==> src/rtl/mul_serial.sv <==
// Iterative radix-2 shift-add multiplier with a start/done handshake.
// Signed operands are reduced to magnitudes up front and the sign is restored in FIX.
module mul_serial #(
  parameter int DATA_W = 32
) (
  input  logic                  clk,
  input  logic                  rst,
  input  logic                  start,
  output logic                  done,
  input  logic                  sign,
  input  logic [DATA_W-1:0]     multiplicand,
  input  logic [DATA_W-1:0]     multiplier,
  output logic [2*DATA_W-1:0]   product
);

  localparam int CNT_W = $clog2(DATA_W + 1);
  localparam logic [CNT_W-1:0] CNT_LAST = CNT_W'(DATA_W - 1);
  localparam logic [CNT_W-1:0] CNT_ONE  = CNT_W'(1);

  typedef enum logic [1:0] {
    IDLE = 2'd0,
    CALC = 2'd1,
    FIX  = 2'd2
  } state_t;

  // Handshake: start is honoured only on an edge where done=1; done drops on
  // that edge and rises again on the edge that writes the new product.
  state_t                state;
  logic [2*DATA_W-1:0]   mcand;
  logic [DATA_W-1:0]     mplier;
  logic [2*DATA_W-1:0]   acc;
  logic [CNT_W-1:0]      cnt;
  logic                  neg;

  logic [DATA_W-1:0]     mag_a;
  logic [DATA_W-1:0]     mag_b;

  // The most-negative input negates to itself, which is its correct magnitude.
  assign mag_a = (sign && multiplicand[DATA_W-1]) ? (~multiplicand + 1'b1) : multiplicand;
  assign mag_b = (sign && multiplier[DATA_W-1])   ? (~multiplier + 1'b1)   : multiplier;

  always_ff @(posedge clk) begin
    if (!rst) begin
      state   <= IDLE;
      done    <= 1'b1;
      product <= '0;
      mcand   <= '0;
      mplier  <= '0;
      acc     <= '0;
      cnt     <= '0;
      neg     <= 1'b0;
    end else begin
      case (state)
        IDLE: begin
          if (start) begin
            mcand  <= {{DATA_W{1'b0}}, mag_a};
            mplier <= mag_b;
            acc    <= '0;
            cnt    <= '0;
            neg    <= sign & (multiplicand[DATA_W-1] ^ multiplier[DATA_W-1]);
            done   <= 1'b0;
            state  <= CALC;
          end
        end
        CALC: begin
          if (mplier[0]) begin
            acc <= acc + mcand;
          end
          mcand  <= mcand << 1;
          mplier <= mplier >> 1;
          cnt    <= cnt + CNT_ONE;
          if (cnt == CNT_LAST) begin
            state <= FIX;
          end
        end
        FIX: begin
          product <= neg ? (~acc + 1'b1) : acc;
          done    <= 1'b1;
          state   <= IDLE;
        end
        default: begin
          state <= IDLE;
          done  <= 1'b1;
        end
      endcase
    end
  end

endmodule

==> config.mk <==
export PLATFORM = sky130hd
export DESIGN_NAME = mul_serial
export DESIGN_NICKNAME = d
export VERILOG_FILES = /design/src/rtl/mul_serial.sv
export SDC_FILE = /design/constraint.sdc
export NUM_CORES = 1
export LEC_CHECK = 0
export ABC_AREA = 0
export BUFFER_PORTS_ARGS = -buffer_cell sky130_fd_sc_hd__buf_2
export CORE_AREA = 2 2 166 168
export DETAILED_ROUTE_END_ITERATION = 12
export DIE_AREA = 0 0 168 170
export PLACE_DENSITY = 0.75
export SETUP_SLACK_MARGIN = 0.5
export SLEW_MARGIN = 20
export SYNTH_ARGS = -nofsm -noshare
export SYNTH_HDL_FRONTEND = slang
export SYNTH_SLANG_ARGS = --single-unit
==> constraint.sdc <==
create_clock -name clk -period 3.4 [get_ports clk]
set_input_delay 0.17 -clock clk [delete_from_list [all_inputs] [get_ports clk]]
set_output_delay 0.17 -clock clk [all_outputs]
set_load 0.05 [all_outputs]
Word-level counts from Yosys, hierarchy flattened
Cells that the tools add are included.

Shift-type cells: 0. Eq/ne operators: 6. Magnitude comparators: 0. Mux-type cells: 17. Bitwise gates (word level): 6. Reduce and logical (&&, ||, !) cells: 9. Multipliers: 0. Div/mod/pow operators: 0. $add $sub $neg: 5.

Operators with widths (number): $mux W64 (4); $pmux W64 S2 (2); $mux W32 (3); $add A32 B1 Y32 const B (2); $add A64 B1 Y64 const B (1); $add A64 B64 Y64 (1); $not A32 Y32 (2); $not A64 Y64 (1); $pmux W32 S2 (1); $pmux W6 S2 (1); $reduce_and A2 Y1 (4); $add A6 B1 Y6 const B (1); $eq A6 B5 Y1 const B (1); $mux W6 (1); $ne A2 B2 Y1 const B (3); $mux W2 (2); $pmux W2 S2 (1); $reduce_and A3 Y1 (1); $eq A2 B1 Y1 const B (1); $eq A2 B2 Y1 const B (1); $logic_and A1 B1 Y1 (2); $logic_not A2 Y1 (1); $pmux W1 S2 (1); $reduce_bool A2 Y1 (1); other kinds (4) (4).

Input bits: 68. ROM bits: 0. Output and inout bits: 65. Flip-flop bits (word level): 234. Bits in latches: 0. Bits in writable memories: 0. Memories kept: 0. Word-level logic and storage cells: 51.

Longest topological paths before layout
Gate-level depths: netlist of the first run.

Depth in word-level cells: 5. Mapped depth: 13. Mapped depth without buffers: 13.

Worst setup path after synthesis of the first run
No wires, ideal clock.

Path type: register to register. Start: reg acc[7]. End: reg product[55]. Buffers on the path: 1. Setup slack: 236 ps. Period minus slack after synthesis: 3164 ps. Stages on the path, launching flop included: 12. Data required time: 3285 ps. Setup time: 115 ps. Arrival: 3049 ps. Cells stage by stage: dfxtp_1 -> or3_1 -> or4_4 -> or4_4 -> or3_1 -> buf_2 -> or2_4 -> o31ai_4 -> nand2_2 -> xnor2_1 -> o21ai_1 -> and2_1.

Longest elaborated chain between the ends: 3.

Ends and longest elaborated chain: start: declaration (line 31) `logic [2*DATA_W-1:0] acc;`; start signal: assignment (line 67) `acc <= acc + mcand;`; $not A64 Y64 (line 77) `product <= neg ? (~acc + 1'b1) : acc;`; $add A64 B1 Y64 (line 77); $mux W64 (line 77); end signal: assignment (line 77); end: declaration (line 13) `output logic [2*DATA_W-1:0] product`.

No other way between the ends. A chain may end at the register's enable or synchronous reset.

Worst setup path in the final report of the first run
Ends and elaborated chain as after synthesis.

==> out/results.ini, run 1 <==
[power]
p_comb_frac=0.168
p_sw_mw=1.96
vdd_drop_max_mv=0.300
power_mw=7.12
p_clk_frac=0.422
intPower_mw=5.17
p_seq_frac=0.410
power.density_nw_per_um2=387
p_sw_frac=0.275
p_leak_nw=7.96

[die]
core_um2=26700
die_x_um=168
initial_utilization=0.547
num_io_pins=133
rows=60
die_h_um=170
fp.dieArea_um2=28600

[setup_path]
crit_fanout=4
startpoint_type=flip-flop
end_kind=flip-flop
worstPathRequired_ps=3840
crit_type=flip-flop to flip-flop
worst_ep_arrival_time_ps=3620

[yosys]
syn_inst=1791
ys_top_cells_by_area=dfxtp_1 (32%), a21oi_1 (5.9%), ha_1 (5.8%)
synth_edf_count=0
synth_async_sr_flop_share=0
synth_seq_cells=234
syn_area_per_cell_um2=8.13
synth_fp_nets=1927
synth_cell_type_count=68
yosys.area.top_type=dfxtp_1
synthFlopType=dfxtp_1
syn_area_um2=14600
synth_seq_area_share=0.322
yosysTopAreaCellShare=0.322
ys_warn_count=0

[drt]
ant_nets=0
avgViaCountPerCell=6.26
wire_per_inst_um=18.9
drt_pass1_iterations=6
wirelength_um=44600
vias=14700
drc=0
drt-initial-drc-count=1367

[sta]
hold_violations=0
hold_ws_ps=26.6
finalCriticalPeriod_ps=3180
tightest_slew_ps=927
finClkSkew_ps=14.5
setup_viol=0
slew_headroom=0.382
fin_crit_sh=0.936
fmax_ghz=0.314
rsz0062_at_grt=yes
fin_ws_ps=219
drv_slew=0

[final_layout]
final_common_cell=dfxtp_1
drive_gt1_frac=0.213
nets=2131
mostFrequentLayoutCells=dfxtp_1 (218), nand2_1 (194), a21oi_1 (159)
num_antenna_cells=0
area_growth_pct=26.5
fillerInstances=2048

[placement]
port_buffers=132
place_congestion=0.961
dp_hpwl_um=30500
pre_cts_ws_ps=-62.8

[clock_tree]
htreeDepth=1
clkLatencyLatePin_ps=550
numCtsBuffers=27
cts_sinks=234
path_clk_slew_ps=60
cts_root_buffer=clkbuf_16
clock_path_buffers=3
cts_tree=yes

[global_routing]
grt_pass1_vias=14000
grt_pass1_wl_um=70100
grt_max_degree=194
antenna_found_initial=1
grt_overflow=0
grt_usage=0.297

[outcome]
status=finished clean

[run]
drv_cap=0

[hold_path]
hold_class=input port to flip-flop

## area by class of cell
cell class	count	area (µm²)	area share
Sequential cell	234	4710	0.256
Multi-Input combinational cell	1402	10100	0.550
Timing Repair Buffer	297	2110	0.115
Inverter	33	124	0.00672
Clock inverter	13	171	0.00930
Tap cell	341	427	0.0232
Clock buffer	36	739	0.0401
## routing by layer
layer  wire [µm]  vias to the layer above  track usage  share of wire
met1       19500                     7068        0.402           0.44
li1            -                     6975            -              -
met4        1370                        2        0.111          0.031
met3        3260                      103       0.0405          0.073
met5          11                        -            0        0.00025
met2       20500                      600        0.484           0.46
## flip-flops by register name (all words and copies together) (netlist names)
register and cells:
state 2, mplier 32, acc 64, mcand 64
product 64, cnt 6, done 1, neg 1
## worst paths after layout
check	endpoint	slack (ps)	from	cells past startpoint
max reg2reg	product[55]	220	acc[7]	10
max	product[55]	220	acc[7]	10
min	mplier[7]	30	multiplier[7]	3
min reg2reg	product[51]	450	product[51]	2
## power groups by stage
stage,Clock [mW],Combinational [mW],Sequential (mW)
after floorplan,0,0.621,2.94
after global placement,0,0.916,2.97
after detailed placement,0,0.927,2.97
after CTS,3.04,1.07,2.91
after global routing,3.14,1.28,2.93
final,3.01,1.20,2.92
## worst max-delay path: stages, from the launching register on
cell	delay, ps
dfxtp_4	340
or3_4	380
or4_4	450
or4_4	530
or3_4	390
or2_4	280
o31ai_4	250
nand2_2	100
xnor2_2	120
o21ai_1	60
and2_1	170
## timing repair
action | CTS | global route
pin swaps | 27 | 60
setup buffers | 14 | 16
endpoints found under the setup margin | 45 | 73
hold buffers | 63 | 0
endpoints found under the hold margin | 74 | 0
resized for setup | 74 | 113
## kinds of logic (layout without fill, tap and decap cells)
group | count (synthesis) | count (layout) | synth area share
AO/OA/AOI/OAI | 614 | 614 | 0.288
AND/OR/NAND/NOR | 541 | 541 | 0.183
flip-flops | 234 | 234 | 0.322
XOR/XNOR | 173 | 173 | 0.104
buffers and inverters | 155 | 379 | 0.0404
adder cells (fa/ha/maj) | 68 | 68 | 0.0589
multiplexers | 6 | 6 | 0.00412
## synth_stat cells (all sizes together), types with 25 or more instances
library cell and instances:
dfxtp 234, nand2 200, a21oi 171, clkbuf 106
o21ai 106, xor2 93, nor2 83, nor2b 81
xnor2 80, ha 67, a22oi 64, o221ai 62
o211a 52, inv 33, a21o 30, o31ai 28
nor3 27, nand4 25
## stage by stage
step                area [µm²]  setup TNS (ps)  utilization  instances
finish                   18400               0        0.691       2356
CTS                      17800               0        0.668       2340
floorplan                14600               0            -       1791
global placement         15800               0        0.594       2214
global route             18400               0        0.691       2356
detailed placement       15800            -122        0.594       2214
Note: power is estimated with default switching activity, not from simulation.
==> run 2: changes to the inputs <==
--- a/config.mk
+++ b/config.mk
@@ -11,6 +11,7 @@
 export DETAILED_ROUTE_END_ITERATION = 12
 export DIE_AREA = 0 0 168 170
 export PLACE_DENSITY = 0.75
+export REMOVE_ABC_BUFFERS = 1
 export SETUP_SLACK_MARGIN = 0.5
 export SLEW_MARGIN = 20
 export SYNTH_ARGS = -nofsm -noshare
==> constraint.sdc (replaced) <==
create_clock -name clk -period 3.4 [get_ports clk]
set_input_delay 0.68 -clock clk [delete_from_list [all_inputs] [get_ports clk]]
set_output_delay 0.68 -clock clk [all_outputs]
set_load 0.05 [all_outputs]
==> out/results.ini, run 2 (same netlist as run 1, synthesis figures left out) <==
[power]
vdd_drop_max_mv=0.393
intPower_mw=5.08
power.density_nw_per_um2=387
p_sw_frac=0.277
p_sw_mw=1.94
p_clk_frac=0.425
p_leak_nw=7.78
p_seq_frac=0.415
p_comb_frac=0.160

[global_routing]
grt_pass1_wl_um=67500
grt_max_degree=93
antenna_found_initial=0
grt_overflow=0
grt_usage=0.285
grt_pass1_vias=13300

[drt]
vias=14300
wirelength_um=42900
ant_nets=0
avgViaCountPerCell=6.19
drt_pass1_iterations=5
drt-initial-drc-count=1051
wire_per_inst_um=18.5
drc=0

[sta]
slew_headroom=0.386
finalCriticalPeriod_ps=3200
hold_violations=0
fin_crit_sh=0.940
fmax_ghz=0.313
tightest_slew_ps=921
setup_viol=0
finClkSkew_ps=14.1
drv_slew=0
final.setup.tns_ps=0
rsz0062_at_grt=yes

[setup_path]
worstPathRequired_ps=3840
startpoint_type=flip-flop
crit_type=flip-flop to flip-flop
r2r-start=acc[26]
crit_path_start=acc[26]
end_kind=flip-flop
cp_cell_sequence=or4_4 -> or4_4 -> or3_1 -> nand2b_2 -> or2_4 -> o31ai_4 -> nand2_2 -> xnor2_2 -> o21ai_1 -> and2_1
crit_path_frequent_cell=or4_4
crit_slowest_cell=or4_4
worst_ep_arrival_time_ps=3640
crit_fanout=4
max_stage_delay_ps=530

[clock_tree]
clock_path_buffers=3
cts_root_buffer=clkbuf_16
hold_buffers=0
path_clk_slew_ps=60
clkLatencyLatePin_ps=550
cts_sinks=234
htreeDepth=1
cts_tree=yes
numCtsBuffers=27

[die]
die_h_um=170
initial_utilization=0.547
rows=60
num_io_pins=133
core_um2=26700
die_x_um=168
fp.dieArea_um2=28600

[placement]
port_buffers=132
place_congestion=1.00
dp_hpwl_um=30500

[outcome]
status=finished clean

[run]
drv_cap=0

[final_layout]
nets=2089
largestRegisters=acc x64, mcand x64, product x64
fin_util=0.680
num_antenna_cells=0
mostFrequentLayoutCells=dfxtp_1 (217), nand2_1 (193), a21oi_1 (154)
drive_gt1_frac=0.237
area_growth_pct=24.5
final_common_cell=dfxtp_1

[hold_path]
hold_class=input port to flip-flop
hold_start=multiplier[1]

-- run 2: cell count changes in the layout (fill, tap and decap cells not counted), sizes merged --
cell | before | now
clkinv | 7 | 9
dlygate4sd3 | 63 | 0
buf | 234 | 255
clkbuf | 36 | 34
-- run 2: critical path: cells and delay by family (launching register included) --
family                    cells  cell delay, ps
and+or+nand+nor               7            2260
AOI/OAI and AO/OA             2             400
DFF                           1             320
xor gates and xnor gates      1             120
-- run 2: through the flow --
stage	instances	hold WS [ps]	worst slack (ps)	instance area, µm²	total power, mW
finish	2314	432	203	18100	7.02
global route	2314	442	101	18100	7.25
CTS	2311	412	221	17600	6.96
detailed placement	2248	452	-59.7	16000	3.89
global placement	2248	441	86.4	16000	3.87
floorplan	1669	463	-1280	14100	3.49
-- run 2: layer usage --
layer / track usage / up-vias / wire length [µm]
li1: - / 6913 / -
met1: 0.382 / 6871 / 19200
met2: 0.486 / 462 / 20300
met3: 0.0319 / 70 / 2430
met4: 0.0824 / 0 / 996
met5: 0 / - / 0
-- run 2: cell type report --
cell class / instances / area [µm²]
flip-flops and latches: 234 / 4710
clock buffers: 34 / 712
fillers: 2134 / 8520
inverters: 33 / 124
repair buffers: 255 / 1630
clock inverters: 15 / 193
multi-input cells: 1402 / 10300
well taps: 341 / 427
-- run 2: repair_timing --
item / 4_1_cts / 5_1_grt
setup endpoints to repair: 54 / 56
pin swaps: 32 / 48
resized for setup: 111 / 108
buffers inserted: 14 / 3
-- run 2: worst paths after layout --
path	to	slack, ps	depth (start not counted)
max reg2reg	product[55]	200	10
min reg2reg	product[63]	470	2
max	product[55]	200	10
min	mplier[1]	430	3
-- run 2: power groups by stage --
stage	clock, mW	combinational, mW	sequential (mW)
finish	2.99	1.12	2.91
detailed placement	0	0.931	2.96
floorplan	0	0.545	2.94
global route	3.13	1.21	2.92
global placement	0	0.916	2.96
CTS	3.01	1.04	2.90
